===== src/rtl/eu_sequencer.sv =====
// eu_sequencer
//   Multi-cycle controller that sequences the external combinational 8-bit ALU.
//   It accepts one instruction at a time and owns a small register file. Each
//   instruction steps through IDLE -> READ -> EXEC -> WB. Operands are
//   registered onto the alu_* ports. The ALU result is captured one cycle later
//   and then written back with a zero/negative flag update.
//
// Ports
//   clk, rst          : clock; asynchronous active-high reset
//   instr_valid/ready : instruction handshake (ready only in IDLE, low in reset)
//   instr_op/rd/rs/imm: opcode, destination (= operand A source), operand B
//                       source, immediate (operand A for LDI)
//   alu_opcode/a/b    : registered ALU inputs, held between instructions
//   alu_result        : combinational result coming back from the ALU
//   done              : one-cycle retire pulse
//   flag_z, flag_n    : zero / sign of the last retired non-NOP result
//   dbg_addr/dbg_data : combinational register-file peek
module eu_sequencer #(
  parameter int REG_AW = 2
) (
  input  logic              clk,
  input  logic              rst,
  input  logic              instr_valid,
  output logic              instr_ready,
  input  logic [3:0]        instr_op,
  input  logic [REG_AW-1:0] instr_rd,
  input  logic [REG_AW-1:0] instr_rs,
  input  logic [7:0]        instr_imm,
  output logic [3:0]        alu_opcode,
  output logic [7:0]        alu_a,
  output logic [7:0]        alu_b,
  input  logic [7:0]        alu_result,
  output logic              done,
  output logic              flag_z,
  output logic              flag_n,
  input  logic [REG_AW-1:0] dbg_addr,
  output logic [7:0]        dbg_data
);

  localparam int        NREG   = 1 << REG_AW;
  localparam logic [3:0] OP_NOP = 4'h0;
  localparam logic [3:0] OP_LDI = 4'hF;

  typedef enum logic [1:0] {IDLE, READ, EXEC, WB} state_t;

  typedef struct packed {
    logic [3:0]        op;
    logic [REG_AW-1:0] rd;
    logic [REG_AW-1:0] rs;
    logic [7:0]        imm;
  } instr_t;

  state_t                 state;
  instr_t                 ir;
  logic [7:0]             res;
  logic [NREG-1:0][7:0]   rf;

  // Ready is gated by rst directly so it drops the moment reset is applied,
  // not at the next edge.
  assign instr_ready = (state == IDLE) && !rst;
  assign dbg_data    = rf[dbg_addr];

  always_ff @(posedge clk or posedge rst) begin
    if (rst) begin
      state      <= IDLE;
      ir         <= '0;
      res        <= 8'h00;
      rf         <= '0;
      alu_opcode <= 4'h0;
      alu_a      <= 8'h00;
      alu_b      <= 8'h00;
      done       <= 1'b0;
      flag_z     <= 1'b0;
      flag_n     <= 1'b0;
    end else begin
      done <= 1'b0;
      case (state)
        IDLE: begin
          if (instr_valid) begin
            ir.op  <= instr_op;
            ir.rd  <= instr_rd;
            ir.rs  <= instr_rs;
            ir.imm <= instr_imm;
            state  <= READ;
          end
        end
        READ: begin
          // Both operands come from the register file as it stood before this
          // instruction, so rd==rs reads the same old value twice.
          alu_opcode <= ir.op;
          alu_a      <= (ir.op == OP_LDI) ? ir.imm : rf[ir.rd];
          alu_b      <= rf[ir.rs];
          state      <= EXEC;
        end
        EXEC: begin
          res   <= alu_result;
          state <= WB;
        end
        WB: begin
          if (ir.op != OP_NOP) begin
            rf[ir.rd] <= res;
            flag_z    <= (res == 8'h00);
            flag_n    <= res[7];
          end
          done  <= 1'b1;
          state <= IDLE;
        end
        default: state <= IDLE;
      endcase
    end
  end

endmodule


===== config.mk =====
export PLATFORM = sky130hd
export DESIGN_NAME = eu_sequencer
export DESIGN_NICKNAME = d
export VERILOG_FILES = /design/src/rtl/eu_sequencer.sv
export SDC_FILE = /design/constraint.sdc
export NUM_CORES = 1
export LEC_CHECK = 0
export CAP_MARGIN = 15
export CORE_AREA = 2 2 92 85
export DETAILED_ROUTE_END_ITERATION = 7
export DIE_AREA = 0 0 94 87
export GPL_ROUTABILITY_DRIVEN = 0
export PLACE_DENSITY_LB_ADDON = 0.08
export SYNTH_ARGS = -nofsm -noshare
export SYNTH_HDL_FRONTEND = slang
export SYNTH_SLANG_ARGS = --single-unit
export TNS_END_PERCENT = 100

===== constraint.sdc =====
create_clock -name clk -period 3.4 [get_ports clk]
set_input_delay 0.68 -clock clk [delete_from_list [all_inputs] [get_ports clk]]
set_output_delay 0.68 -clock clk [all_outputs]
set_load 0.01 [all_outputs]

* Word-level counts from Yosys, hierarchy flattened
Index checks and enable logic that the tools add are counted.
Storage, ports and cells: logic and storage cells 46, output and inout bits 32, flip-flop bits (word level) 81, bits of input ports 29
Operators by class: magnitude comparators 4, mux-type cells 13, reductions and logical operators 8, equal/unequal tests 5
Operators with widths (number):
- 8-bit binary-select mux with 2-bit select | 3
- 8-bit 2-to-1 mux | 5
- 32-bit bitwise mux | 1
- 8-bit demux with 2-bit select | 1
- 2-bit by 3-bit < comparator with 1-bit output (second input constant) | 3
- 8-bit logical NOT | 1
- 2-bit case mux with 4 select lines | 1
- 2-bit == test (second input constant) | 2
- 4-bit == test (second input constant) | 1
- 2-bit AND reduction | 2
- 4-bit nonzero test | 1
- 2-bit by 1-bit == test with 1-bit output (second input constant) | 1
- 2-bit by 1-bit greater-or-equal comparator with 1-bit output (second input constant) | 1
- 1-bit logical AND | 2
- 2-bit logical NOT | 1
- 2-bit 2-to-1 mux | 1
- 2-bit inequality test (second input constant) | 1
- 1-bit logical NOT | 1
- 1-bit 2-to-1 mux | 1

* Longest topological paths before layout
depth in word-level cells 5, mapped depth 5, depth with buffers taken out 5

* Worst setup path before layout
Ideal clock, no wire load.
path kind input port to output port, from input dbg_addr[0], to output dbg_data[0], cell stages on the path 2, data arrival time 1.468 ns, buffers on the path 1, setup slack 1.252 ns, required time 2.720 ns, path through buf_2 mux4_2
On the way: longest elaborated chain between the ends 2
RTL lines:
- start: declaration | RTL line 36 | input logic [REG_AW-1:0] dbg_addr,
- 8-bit binary-select mux with 2-bit select | RTL line 61 | assign dbg_data = rf[dbg_addr];
- 8-bit 2-to-1 mux (implied by the code) | RTL line 61
- end: declaration | RTL line 37 | output logic [7:0] dbg_data
No other way between the ends. The select of a mux whose other input is x is not followed.

* Worst setup path after layout
from input dbg_addr[0], to output dbg_data[4]
The elaborated chain is that of the path after synthesis.

==> results.py <==
metrics = {
    "synthesis": {
        "synthSimpleGateAreaFrac_pct": 3.63,
        "synth-seq-cells": 81,
        "synth_top_area_share_pct": 53.9,
        "synth-edff-count": 0,
        "synth_warnings": 0,
        "synth_fa_ha_area_share_pct": 1.33,
        "syn_area_per_cell_um2": 16.4,
        "synth_top_family_by_area": "multiplexers",
        "synth_xor_xnor_area_share_pct": 0,
        "seq_area_frac_synth_pct": 53.9,
        "synth_flop_cell": "dfrtp_1",
        "synthesis.nets": 263,
        "synthDistinctLibCells": 26,
        "synthArstFlopShare_pct": 100,
        "synth_area_leader_cell": "dfrtp_1",
        "synth_compound_area_share_pct": 3.46,
        "synth.most_common_cell": "dfrtp_1",
        "synthTopCellsByCount": "dfrtp_1 (81), mux2_2 (69), mux4_2 (21), a221o_1 (8), and3_1 (8)",
        "syn-cell-area_um2": 3760,
        "synth_area_leaders": "dfrtp_1 (54%), mux2_2 (21%), mux4_2 (13%), a221o_1 (2.1%), mux4_1 (2.1%)",
        "synthCells": 230,
        "synth_mux_area_share_pct": 35.3,
    },
    "placement": {
        "dpl_cell_area_um2": 4450,
        "dpl_worst_slack_ns": 0.330,
        "port_buffers": 60,
        "dp_hpwl_um": 5230,
        "placedCellCount": 378,
    },
    "detailed_routing": {
        "drt_first_pass_iters": 5,
        "drt.antenna.violating_nets": 0,
        "detail_route.iter0.violations": 104,
        "num_vias": 2250,
        "drc": 0,
        "routed_via_density": 5.71,
        "post_drt_wl_per_cell_um": 19.3,
        "wl_um": 7590,
    },
    "floorplan": {
        "design.die.area_um2": 8180,
        "start_util_pct": 51.4,
        "die_y_um": 87,
        "ios": 61,
        "core_um2": 7320,
        "rows": 30,
        "die_x_um": 94,
    },
    "clock_tree": {
        "post_cts_buffers": 0,
        "cts_resized": 0,
        "cts_tree": "done",
        "cts_root_buf": "clkbuf_8",
        "clkTransAtPathRegs_ns": 0.07,
        "clock_sinks": 81,
        "ctsHtreeMaxLevel": 3,
        "ctsHoldBuffers": 0,
        "clk_path_buf_depth": 2,
        "clock_latency_ns": 0.35,
        "cts-buffers-inserted": 9,
    },
    "global_route": {
        "grt_pass1_wl_um": 12400,
        "grt_pass1_vias": 2279,
        "grtUsageTotal_pct": 20.5,
        "grt_antenna_before_repair": 0,
        "grt_max_degree": 55,
        "overflow": 0,
    },
    "cells_and_area": {
        "final_util_pct": 63.1,
        "stdcell_area_um2": 4620,
        "drive_above_1_share_pct": 37.9,
        "nets": 326,
        "syn2layout_area_growth_pct": 22.8,
        "stdcell_count": 394,
        "n_antenna_cell": 0,
    },
    "setup_path": {
        "cp-end-kind": "output port",
        "ff2ff_setup_slack_ns": 1.35,
        "critPathKind": "in2out",
        "crit_fanout": 8,
        "cp-start-kind": "primary input",
        "cp.arrival_ns": 2.38,
        "r2r_cells": 3,
        "r2r_end": "rf[2]",
        "cp.required_ns": 2.72,
        "r2r-start": "ir[12]",
    },
    "sta": {
        "max_clock_freq_mhz": 327,
        "hold_slack_ns": 0.504,
        "finalClockSkew_ns": 0.0113,
        "setup_tns_ns": 0,
        "finalSetupViolCount": 0,
        "hold_viol_final": 0,
        "post-route-period-util_pct": 90.0,
        "maxSlewViolCount": 0,
        "setup_ws_ns": 0.339,
        "fin_crit_ns": 3.06,
        "relSlewSlack_pct": 48.6,
        "rsz0062_at_grt": "no",
        "worst-slew-pin-transition_ns": 0.768,
    },
    "power": {
        "pwr_density_cell_nw_per_um2": 966,
        "p_total_mw": 4.46,
        "p_leak_nw": 1.93,
        "peakVddDrop_mv": 0.417,
    },
    "hold_path": {
        "min_to": "alu_a[3]",
        "min-delay-start": "ir[3]",
        "worst_hold_path_type": "reg2reg",
        "hold_depth": 1,
    },
    "run_status": {
        "status": "complete, no violations",
    },
    "job": {
        "cap_violations": 0,
    },
}
==> power by group <==
part	total, mW	internal (mW)	switching, mW
Sequential	1.96	1.44	0.522
Clock	0.621	0.283	0.338
Combinational	1.88	1.26	0.620
Total	4.46	2.98	1.48
==> sequential cells by signal (all words and copies together) (netlist names) <==
name / count
alu_a: 8
alu_b: 8
alu_opcode: 4
done: 1
flag_n: 1
flag_z: 1
ir: 16
res: 8
rf: 32
state: 2
==> critical path, cell delays in order <==
cell	delay, ns
clkdlybuf4s50_1	0.45
buf_4	0.21
mux4_2	0.54
clkdlybuf4s50_1	0.50
==> layout by cell type (no fill, tap or decap) <==
cell | netlist | final
o31ai_1 | 1 | 1
clkinv_2 | 0 | 3
inv_2 | 0 | 1
and3_1 | 8 | 8
inv_1 | 4 | 3
or3_1 | 1 | 1
nor2_2 | 1 | 1
dfrtp_1 | 81 | 81
nand4_1 | 1 | 1
o21ai_0 | 2 | 2
mux4_2 | 21 | 21
buf_12 | 0 | 1
clkbuf_1 | 3 | 1
nor2_1 | 4 | 4
nor4_1 | 2 | 2
clkinv_1 | 1 | 1
a221o_1 | 8 | 8
buf_4 | 0 | 2
clkinvlp_4 | 0 | 1
mux4_1 | 3 | 3
a21oi_1 | 1 | 1
o41ai_4 | 1 | 1
clkbuf_8 | 0 | 10
nand2_1 | 4 | 4
clkdlybuf4s50_1 | 1 | 60
nor3b_2 | 2 | 2
mux2_2 | 69 | 69
ha_1 | 4 | 4
clkinv_4 | 0 | 1
==> routing by layer <==
layer	GRT usage (%)	up-vias	share of wire (%)
met2	30.9	63	47
met3	3.90	18	4.8
met5	0	-	0
li1	-	1014	-
met4	8.17	0	2.3
met1	29.6	1155	46
==> cells by family after synthesis <==
| family | Yosys count |
|---|---|
| AOI/OAI and AO/OA | 13 |
| adders and majority gates | 4 |
| buffers and inverters | 16 |
| DFF | 81 |
| muxes | 93 |
| and+or+nand+nor | 23 |
==> worst max path at each step <==
stage | startpoint | to | cells after the start
after floorplan | rst | alu_a[0] | 1
after global placement | dbg_addr[0] | dbg_data[0] | 4
after detailed placement | dbg_addr[0] | dbg_data[0] | 4
after CTS | dbg_addr[0] | dbg_data[4] | 4
after global routing | dbg_addr[0] | dbg_data[3] | 4
final | dbg_addr[0] | dbg_data[4] | 4
==> cell type report <==
cell class,count,area (µm²)
inverters,5,18.8
clock inverters,5,31.3
fillers,575,2700
repair buffers,63,636
flip-flops and latches,81,2030
clock buffers,11,141
multi-input cells,133,1650
well taps,96,120
Note: power is estimated with default switching activity, not from simulation.
